--- src/rtl/corevx_mmu_pkg.sv ---
// rtl/corevx_mmu_pkg.sv - shared encodings, FSM states and permission check for the Sv32 lookup front-end
package corevx_mmu_pkg;

    typedef struct packed {
        logic d;
        logic a;
        logic g;
        logic u;
        logic x;
        logic w;
        logic r;
        logic v;
    } pte_bits_t;

    localparam logic [1:0] REQ_LOAD  = 2'b00;
    localparam logic [1:0] REQ_STORE = 2'b01;
    localparam logic [1:0] REQ_EXEC  = 2'b10;
    localparam logic [1:0] REQ_RSVD  = 2'b11;

    localparam logic [1:0] ST_IDLE     = 2'd0;
    localparam logic [1:0] ST_LOOKUP   = 2'd1;
    localparam logic [1:0] ST_PTW_REQ  = 2'd2;
    localparam logic [1:0] ST_PTW_WAIT = 2'd3;

    // Reserved request type is checked as a load.
    function automatic logic perm_fault(input pte_bits_t bits, input logic [1:0] rtype);
        logic f;
        f = !bits.v || !bits.a;
        case (rtype)
            REQ_STORE: f = f || !bits.w || !bits.d;
            REQ_EXEC:  f = f || !bits.x;
            REQ_LOAD,
            REQ_RSVD:  f = f || !bits.r;
        endcase
        return f;
    endfunction

endpackage

--- src/rtl/corevx_tlb_array.sv ---
// rtl/corevx_tlb_array.sv - direct-mapped TLB storage with combinational tag compare and flush-all
module corevx_tlb_array #(
    parameter int TLB_ENTRIES_W = 4
) (
    input  logic        clk,
    input  logic        rst_n,
    input  logic        flush,
    input  logic [19:0] lookup_vpn,
    output logic        hit,
    output logic [21:0] hit_ppn,
    output logic [7:0]  hit_bits,
    input  logic        wr_en,
    input  logic [19:0] wr_vpn,
    input  logic [21:0] wr_ppn,
    input  logic [7:0]  wr_bits
);
    localparam int ENTRIES = 1 << TLB_ENTRIES_W;
    localparam int TAG_W   = 20 - TLB_ENTRIES_W;

    logic [ENTRIES-1:0] valid_q;
    logic [TAG_W-1:0]   tag_q  [ENTRIES];
    logic [21:0]        ppn_q  [ENTRIES];
    logic [7:0]         bits_q [ENTRIES];

    logic [TLB_ENTRIES_W-1:0] lk_idx;
    logic [TLB_ENTRIES_W-1:0] wr_idx;

    assign lk_idx   = lookup_vpn[TLB_ENTRIES_W-1:0];
    assign wr_idx   = wr_vpn[TLB_ENTRIES_W-1:0];
    assign hit      = valid_q[lk_idx] && (tag_q[lk_idx] == lookup_vpn[19:TLB_ENTRIES_W]);
    assign hit_ppn  = ppn_q[lk_idx];
    assign hit_bits = bits_q[lk_idx];

    // Flush wins over a same-cycle fill so the written entry ends invalid.
    always_ff @(posedge clk or negedge rst_n) begin
        if (!rst_n) begin
            valid_q <= '0;
        end else if (flush) begin
            valid_q <= '0;
        end else if (wr_en) begin
            valid_q[wr_idx] <= 1'b1;
        end
    end

    always_ff @(posedge clk) begin
        if (wr_en) begin
            tag_q[wr_idx]  <= wr_vpn[19:TLB_ENTRIES_W];
            ppn_q[wr_idx]  <= wr_ppn;
            bits_q[wr_idx] <= wr_bits;
        end
    end

endmodule

--- src/rtl/corevx_mmu_lookup.sv ---
// rtl/corevx_mmu_lookup.sv - Sv32 TLB lookup and PTW front-end; COREVX_MMU_PERF_COUNTERS_EN adds hit/miss counters
module corevx_mmu_lookup
    import corevx_mmu_pkg::*;
#(
    parameter int TLB_ENTRIES_W = 4
) (
    input  logic        clk,
    input  logic        rst_n,
    input  logic        req_valid,
    output logic        req_ready,
    input  logic [19:0] req_vpn,
    input  logic [1:0]  req_type,
    output logic        resp_valid,
    output logic [21:0] resp_ppn,
    output logic        resp_pagefault,
    output logic        resp_accessfault,
    input  logic        tlb_invalidate,
    input  logic        matp_mode,
    output logic        ptw_resolve_request,
    input  logic        ptw_resolve_ack,
    output logic [19:0] ptw_virtual_address,
    input  logic        ptw_resolve_done,
    input  logic        ptw_resolve_pagefault,
    input  logic        ptw_resolve_accessfault,
    input  logic [7:0]  ptw_access_bits,
    input  logic [21:0] ptw_physical_address
`ifdef COREVX_MMU_PERF_COUNTERS_EN
    ,
    output logic [31:0] perf_hits,
    output logic [31:0] perf_misses
`endif
);
    logic [1:0]  state_q;
    logic [19:0] vpn_q;
    logic [1:0]  type_q;
    logic        inval_pending_q;

    logic        tlb_hit;
    logic [21:0] tlb_ppn;
    logic [7:0]  tlb_bits;
    logic        fill_en;
    logic        walk_done;

    assign walk_done = (state_q == ST_PTW_WAIT) && ptw_resolve_done;
    assign fill_en   = walk_done && !ptw_resolve_accessfault && !ptw_resolve_pagefault
                       && !inval_pending_q;

    corevx_tlb_array #(
        .TLB_ENTRIES_W(TLB_ENTRIES_W)
    ) u_tlb (
        .clk        (clk),
        .rst_n      (rst_n),
        .flush      (tlb_invalidate),
        .lookup_vpn (vpn_q),
        .hit        (tlb_hit),
        .hit_ppn    (tlb_ppn),
        .hit_bits   (tlb_bits),
        .wr_en      (fill_en),
        .wr_vpn     (vpn_q),
        .wr_ppn     (ptw_physical_address),
        .wr_bits    (ptw_access_bits)
    );

    always_comb begin
        req_ready           = (state_q == ST_IDLE);
        resp_valid          = 1'b0;
        resp_ppn            = '0;
        resp_pagefault      = 1'b0;
        resp_accessfault    = 1'b0;
        ptw_resolve_request = 1'b0;
        ptw_virtual_address = '0;
        case (state_q)
            ST_LOOKUP: begin
                if (!matp_mode) begin
                    resp_valid = 1'b1;
                    resp_ppn   = {2'b00, vpn_q};
                end else if (tlb_hit) begin
                    resp_valid = 1'b1;
                    if (perm_fault(pte_bits_t'(tlb_bits), type_q)) begin
                        resp_pagefault = 1'b1;
                    end else begin
                        resp_ppn = tlb_ppn;
                    end
                end
            end
            ST_PTW_REQ: begin
                ptw_resolve_request = 1'b1;
                ptw_virtual_address = vpn_q;
            end
            ST_PTW_WAIT: begin
                if (ptw_resolve_done) begin
                    resp_valid = 1'b1;
                    if (ptw_resolve_accessfault) begin
                        resp_accessfault = 1'b1;
                    end else if (ptw_resolve_pagefault
                                 || perm_fault(pte_bits_t'(ptw_access_bits), type_q)) begin
                        resp_pagefault = 1'b1;
                    end else begin
                        resp_ppn = ptw_physical_address;
                    end
                end
            end
            default: ;
        endcase
    end

    always_ff @(posedge clk or negedge rst_n) begin
        if (!rst_n) begin
            state_q <= ST_IDLE;
            vpn_q   <= '0;
            type_q  <= REQ_LOAD;
        end else begin
            case (state_q)
                ST_IDLE: begin
                    if (req_valid) begin
                        vpn_q   <= req_vpn;
                        type_q  <= req_type;
                        state_q <= ST_LOOKUP;
                    end
                end
                ST_LOOKUP: begin
                    state_q <= (!matp_mode || tlb_hit) ? ST_IDLE : ST_PTW_REQ;
                end
                ST_PTW_REQ: begin
                    if (ptw_resolve_ack) state_q <= ST_PTW_WAIT;
                end
                ST_PTW_WAIT: begin
                    if (ptw_resolve_done) state_q <= ST_IDLE;
                end
                default: state_q <= ST_IDLE;
            endcase
        end
    end

    // A flush seen during a walk makes that walk's result stale, so it must not be cached.
    always_ff @(posedge clk or negedge rst_n) begin
        if (!rst_n) begin
            inval_pending_q <= 1'b0;
        end else if (walk_done || state_q == ST_IDLE) begin
            inval_pending_q <= 1'b0;
        end else if (tlb_invalidate && (state_q == ST_PTW_REQ || state_q == ST_PTW_WAIT)) begin
            inval_pending_q <= 1'b1;
        end
    end

`ifdef COREVX_MMU_PERF_COUNTERS_EN
    always_ff @(posedge clk or negedge rst_n) begin
        if (!rst_n) begin
            perf_hits   <= '0;
            perf_misses <= '0;
        end else if (state_q == ST_LOOKUP && matp_mode) begin
            if (tlb_hit) perf_hits <= perf_hits + 32'd1;
            else         perf_misses <= perf_misses + 32'd1;
        end
    end
`endif

endmodule

--- config.mk ---
export PLATFORM = sky130hd
export DESIGN_NAME = corevx_mmu_lookup
export DESIGN_NICKNAME = d
export VERILOG_FILES = /design/src/rtl/corevx_mmu_pkg.sv /design/src/rtl/corevx_tlb_array.sv /design/src/rtl/corevx_mmu_lookup.sv
export SDC_FILE = /design/constraint.sdc
export NUM_CORES = 1
export LEC_CHECK = 0
export CELL_PAD_IN_SITES_DETAIL_PLACEMENT = 1
export CELL_PAD_IN_SITES_GLOBAL_PLACEMENT = 1
export CORE_AREA = 5 5 283 285
export DETAILED_ROUTE_END_ITERATION = 10
export DIE_AREA = 0 0 288 290
export PLACE_DENSITY_LB_ADDON = 0.1
export SYNTH_ARGS = -nofsm -noshare
export SYNTH_HDL_FRONTEND = slang
export SYNTH_HIERARCHICAL = 1
export SYNTH_SLANG_ARGS = --single-unit
--- constraint.sdc ---
create_clock -name clk -period 5.9 [get_ports clk]
set_clock_uncertainty 0.1 [all_clocks]
set_input_delay 0.885 -clock clk [delete_from_list [all_inputs] [get_ports clk]]
set_output_delay 0.885 -clock clk [all_outputs]
set_load 0.01 [all_outputs]
==> flow_summary.json, run 1 <==
{
  "ant_nets": 0,
  "nets": 1621,
  "wire_per_inst_um": 30.0,
  "cts_tree": "built",
  "syn_area_mm2": 0.0293,
  "placed_cell_area_mm2": 0.0323,
  "clock_latency_ns": 0.61,
  "setup_tns_ns": 0,
  "die-area_mm2": 0.0835,
  "dp_slack_ns": 0.0710,
  "end_kind": "output port",
  "critPathMaxFanout": 11,
  "synth_warnings": 6,
  "placed_cells": 2493,
  "tightest_slew_ns": 0.946,
  "ioPinCount": 108,
  "drt-initial-drc-count": 1282,
  "critPathRequiredTime_ns": 4.91,
  "timing.final.ws_setup_ns": 0.140,
  "hold_viol": 0,
  "r2r_cells": 5,
  "htreeDepth": 3,
  "grt_use_total": 0.190,
  "initial_utilization": 0.380,
  "syn_inst": 1326,
  "cp.arrival_ns": 4.78,
  "cp_slowest_cell": "dfrtp_4",
  "root_buffer": "clkbuf_16",
  "p_int_uw": 11500,
  "synth_nets": 1388,
  "cap_violations": 0,
  "drc": 0,
  "ir_worst_vdd_mv": 0.257,
  "path_clk_slew_ns": 0.06,
  "slew_headroom": 0.368,
  "die_w_um": 288,
  "clock_path_buffers": 3,
  "dr_total_vias": 14600,
  "syn_to_final_growth_pct": 20.3,
  "p_clk_frac": 0.307,
  "fin_area_mm2": 0.0353,
  "final_cells": 2663,
  "setup_viol": 0,
  "combPwrFrac": 0.302,
  "grt_pass1_vias": 15600,
  "period_share": 0.976,
  "drt-vias-per-instance": 5.49,
  "grt_antenna_before_repair": 3,
  "grt_pass1_wl_um": 115000,
  "cpMostUsedCell": "buf_4",
  "path_class": "reg -> out",
  "row_count": 102,
  "power.density_mw_per_mm2": 463,
  "p_sw_frac": 0.292,
  "numCtsBuffers": 81,
  "io_buffer_count": 105,
  "grt_max_degree": 42,
  "gr-total-overflow": 0,
  "p_leak_uw": 0.0115,
  "gp_congestion": 0.726,
  "clock.fmax_mhz": 174,
  "hpwlAfterDp_um": 44900,
  "totalWireLength_um": 79900,
  "num-fill-cells": 7111,
  "cts_sinks": 745,
  "core_area_mm2": 0.0771,
  "crit_path_cell_trace": "buf_12 > buf_16 > buf_4 > mux4_2 > mux2i_1 > xnor2_1 > nand4_1 > or4_1 > a22o_1 > nor4_4 > buf_4 > nand4b_4 > a2111oi_4 > buf_6 > buf_4 > buf_12 > a221o_1 > clkdlybuf4s15_2",
  "fin_crit_ns": 5.76,
  "crit_family": "buffers and inverters",
  "worst-path-buf-inv": 8,
  "r2r_setup_slack_ns": 2.27,
  "synth_area_per_cell_um2": 22.1,
  "hold_path_class": "in -> async",
  "die_y_um": 290,
  "switchingPower_uw": 4770,
  "worst_setup_path_start_kind": "flop",
  "slew_viol_final": 0,
  "max_stage_delay_ns": 0.49,
  "drive_gt1_frac": 0.302,
  "p_seq_frac": 0.392,
  "dr.pass1.iters": 4,
  "timing.rr.end": "u_tlb/tag_q[4][13]",
  "status": "complete, no violations"
}
## final cells by class
class                   count  area, µm²  share of cell area
flip-flops and latches    745      22200               0.629
multi-input cells         500       6900               0.196
repair buffers            221       2230              0.0632
clock buffers             101       2150              0.0611
well taps                1040       1300              0.0369
clock inverters            44        460              0.0131
inverters                  10       38.8             0.00110
diodes                      2       5.00            0.000142
## what timing repair did
action                     4_1_cts  5_1_grt
hold buffers                     0        0
setup endpoints to repair       23       19
setup buffers                   16        4
pin swaps                        9        7
gates cloned                     3        0
gates resized for setup         56       14
hold endpoints to repair         0        0
## how the worst max path moves through the flow
stage | start | cells past startpoint | endpoint | slack, ns
global route | vpn_q[1] | 18 | resp_ppn[13] | -0.003
global placement | vpn_q[1] | 14 | resp_ppn[7] | 0.03
floorplan | ptw_resolve_accessfault | 4 | u_tlb/bits_q[0][0] | 0.38
CTS | vpn_q[1] | 16 | resp_ppn[7] | -0.07
finish | vpn_q[1] | 18 | resp_ppn[13] | 0.14
detailed placement | vpn_q[1] | 14 | resp_ppn[7] | 0.07
## sequential cells by signal (all words and copies together), names as in the netlist, named ones only
register	count
u_tlb/ppn_q	352
inval_pending_q	1
state_q	1
u_tlb/tag_q	256
u_tlb/bits_q	96
u_tlb/valid_q	16
type_q	2
vpn_q	20
## per-layer routing
metal	global-route usage	share of wire	up-vias	wire (µm)
met2	0.302	0.48	346	38500
li1	-	-	6044	-
met3	0.0308	0.048	85	3860
met4	0.0422	0.017	0	1360
met5	0	0	-	0
met1	0.280	0.45	8135	36100
## stage by stage
stage | power [µW] | util | hold WS (ns)
CTS | 16500 | 0.457 | 0.293
floorplan | 9450 | - | 0.361
detailed placement | 11200 | 0.419 | 0.386
global placement | 11100 | 0.419 | 0.373
finish | 16300 | 0.457 | 0.285
global route | 17100 | 0.457 | 0.326
## cells in the final DEF, fill, tap and decap left out, drive strengths merged, types with 3 or more instances in the layout
cell,count
clkinv,33
buf,117
nand2,22
nor2b,7
a2111oi,4
nand4,3
o21ai,9
dfrtp,41
and3,3
edfxtp,704
clkdlybuf4s50,82
a221o,21
inv,10
a21oi,10
clkbuf,107
mux2,21
nand3b,6
xnor2,11
a22o,3
nor2,52
mux2i,25
dlygate4sd2,9
and2,44
mux4,205
bufinv,9
a211oi,7
a31oi,5
clkdlybuf4s15,5
nor3,7
xor2,5
o22ai,3
nand3,5
## power by group through the flow
stage | Sequential (µW) | Clock, µW | Combinational (µW)
after floorplan | 6500 | 0 | 2940
after global placement | 6570 | 0 | 4550
after global routing | 6410 | 5400 | 5250
after CTS | 6400 | 5150 | 4970
after detailed placement | 6580 | 0 | 4610
final | 6390 | 5010 | 4920
Note: power is estimated with default switching activity, not from simulation.
==> run 2, diff against run 1 <==
--- a/config.mk
+++ b/config.mk
@@ -7,9 +7,9 @@
 export LEC_CHECK = 0
 export CELL_PAD_IN_SITES_DETAIL_PLACEMENT = 1
 export CELL_PAD_IN_SITES_GLOBAL_PLACEMENT = 1
-export CORE_AREA = 5 5 283 285
+export CORE_AREA = 2 2 280 282
 export DETAILED_ROUTE_END_ITERATION = 10
-export DIE_AREA = 0 0 288 290
+export DIE_AREA = 0 0 282 284
 export PLACE_DENSITY_LB_ADDON = 0.1
 export SYNTH_ARGS = -nofsm -noshare
 export SYNTH_HDL_FRONTEND = slang
==> run 2 against run 1 <==
  * Clock-buffer cell count is 3 higher
  * Via count is 1.3% lower
  * Utilization is 0.37 points lower
  * Critical path type unchanged
  * Critical endpoint is now resp_ppn[17]
==> flow_summary.json, run 2 (synthesized netlist as in run 1, its figures left out) <==
{
  "status": "complete, no violations",
  "period_share": 0.980,
  "power.density_mw_per_mm2": 458,
  "fin_hold_ws_ns": 0.288,
  "end_kind": "output port",
  "hpwlAfterDp_um": 43700,
  "p_leak_uw": 0.0112,
  "drt-initial-drc-count": 1289,
  "die_y_um": 284,
  "grt_max_degree": 56,
  "rsz0062_at_grt": "true",
  "ioPinCount": 108,
  "cts_sinks": 745,
  "final_cell_mix": "edfxtp_1, mux4_2, clkbuf_16",
  "drc": 0,
  "timing.rr.start": "vpn_q[1]",
  "placed_cells": 2481,
  "cts_tree": "built",
  "regMostFlops": "u_tlb/ppn_q",
  "critPathMaxFanout": 6,
  "die-area_mm2": 0.0801,
  "worst_setup_path_start_kind": "flop",
  "syn_to_final_growth_pct": 19.1,
  "die_w_um": 282,
  "row_count": 102,
  "grt_antenna_before_repair": 1,
  "dr_total_vias": 14400,
  "path_class": "reg -> out",
  "htreeDepth": 3,
  "largest_reg_flops": 352,
  "hold_path_class": "in -> async",
  "gp_congestion": 0.749,
  "path_clk_slew_ns": 0.06,
  "tightest_slew_ns": 0.803,
  "gr-total-overflow": 0,
  "cap_violations": 0,
  "initial_utilization": 0.381,
  "core_area_mm2": 0.0770,
  "clock_path_buffers": 3,
  "grt_pass1_vias": 15500,
  "numCtsBuffers": 81,
  "reg_top3": "u_tlb/ppn_q x352, u_tlb/tag_q x256, u_tlb/bits_q x96",
  "io_buffer_count": 105,
  "final_common_cell": "edfxtp_1",
  "critPathRequiredTime_ns": 4.91,
  "fin_crit_ns": 5.78,
  "holdBufCountCts": 0,
  "cp.arrival_ns": 4.80,
  "ir_worst_vdd_mv": 0.251,
  "setup_viol": 0,
  "timing.critical_path.from": "vpn_q[1]",
  "final_cells": 2650,
  "slew_headroom": 0.465,
  "wire_per_inst_um": 30.4,
  "totalWireLength_um": 80500,
  "nets": 1604,
  "slew_viol_final": 0,
  "clock.fmax_mhz": 173,
  "ant_nets": 0,
  "placed_cell_area_mm2": 0.0322,
  "grt_use_total": 0.205,
  "hold_viol": 0,
  "num-fill-cells": 6990,
  "root_buffer": "clkbuf_16",
  "dr.pass1.iters": 5,
  "fin_area_mm2": 0.0349,
  "grt_pass1_wl_um": 115000,
  "drive_gt1_frac": 0.301,
  "drt-vias-per-instance": 5.44,
  "clock_latency_ns": 0.62
}
-- run 2: cell count changes in the layout (fill, tap and decap cells not counted), moves of 4 or more --
cell	change
buf_4	-19
clkinv_1	+14
clkbuf_2	+13
dlygate4sd2_1	-9
bufinv_16	-8
clkinv_2	-8
buf_6	+6
mux2i_1	-6
clkbuf_16	+4
clkdlybuf4s15_2	-4
mux2i_4	+4
-- run 2: worst paths after layout --
| path | endpoint | slack, ns | cells after the start |
|---|---|---|---|
| worst max-delay path | resp_ppn[17] | 0.12 | 14 |
| worst min-delay path | type_q[0] | 0.29 | 2 |
| worst max register to register | u_tlb/ppn_q[15][9] | 2.21 | 6 |
| worst min register to register | u_tlb/valid_q[15] | 0.40 | 2 |
| max in group asynchronous | vpn_q[2] | 4.85 | 2 |
| min in group clk | u_tlb/valid_q[15] | 0.40 | 2 |
-- run 2: metrics by stage --
step / worst slack (ns) / setup TNS, ns / total power [µW] / util
6_report: 0.120 / 0 / 16000 / 0.454
5_1_grt: -0.0340 / -0.0636 / 16700 / 0.454
3_5_place_dp: 0.104 / 0 / 11200 / 0.418
3_3_place_gp: 0.0663 / 0 / 11100 / 0.418
4_1_cts: 0.0124 / 0 / 16100 / 0.453
2_1_floorplan: 0.381 / 0 / 9450 / -
-- run 2: layer usage --
metal	share of wire	global-route usage	wire, µm	vias up
met2	0.48	0.323	38700	327
met4	0.016	0.0476	1260	0
met1	0.46	0.303	37400	7986
li1	-	-	-	6016
met5	0	0	0	-
met3	0.039	0.0268	3170	86
-- run 2: area by class of cell --
cell class,count,area [µm²],share of cell area
Multi-Input combinational cell,500,6970,0.199
Antenna cell,2,5.00,0.000143
Sequential cell,745,22200,0.635
Inverter,10,42.5,0.00122
Timing Repair Buffer,204,1970,0.0563
Clock buffer,104,2220,0.0635
Tap cell,1040,1300,0.0373
Clock inverter,45,244,0.00699
-- run 2: timing repair --
item / CTS / global route
pin swaps: 11 / 19
setup buffers: 12 / 5
gates cloned: 1 / 1
gates resized for setup: 45 / 75
setup endpoints to repair: 23 / 23
-- run 2: worst max-delay path: stages (launching register included) --
cell       delay (ns)
dfrtp_4          0.52
buf_4            0.17
mux4_2           0.51
mux2i_2          0.32
nor2_1           0.08
or4_4            0.53
a22o_1           0.26
nor4_4           0.28
buf_4            0.19
nand4b_4         0.12
a2111oi_4        0.36
buf_6            0.20
buf_12           0.16
a221o_1          0.27
buf_2            0.17
-- run 2: report_power, final --
part / leakage, µW / internal, µW / switching (µW)
Combinational: 0.00316 / 2320 / 2460
Clock: 0.00119 / 2690 / 2050
Sequential: 0.00685 / 6180 / 304
==> run 3, diff against run 2 <==
--- a/config.mk
+++ b/config.mk
@@ -10,6 +10,7 @@
 export CORE_AREA = 2 2 280 282
 export DETAILED_ROUTE_END_ITERATION = 10
 export DIE_AREA = 0 0 282 284
+export HOLD_SLACK_MARGIN = 0.05
 export PLACE_DENSITY_LB_ADDON = 0.1
 export SYNTH_ARGS = -nofsm -noshare
 export SYNTH_HDL_FRONTEND = slang
==> results of run 3 <==
No change in the layout: final DEF, timing and power equal those of run 2.
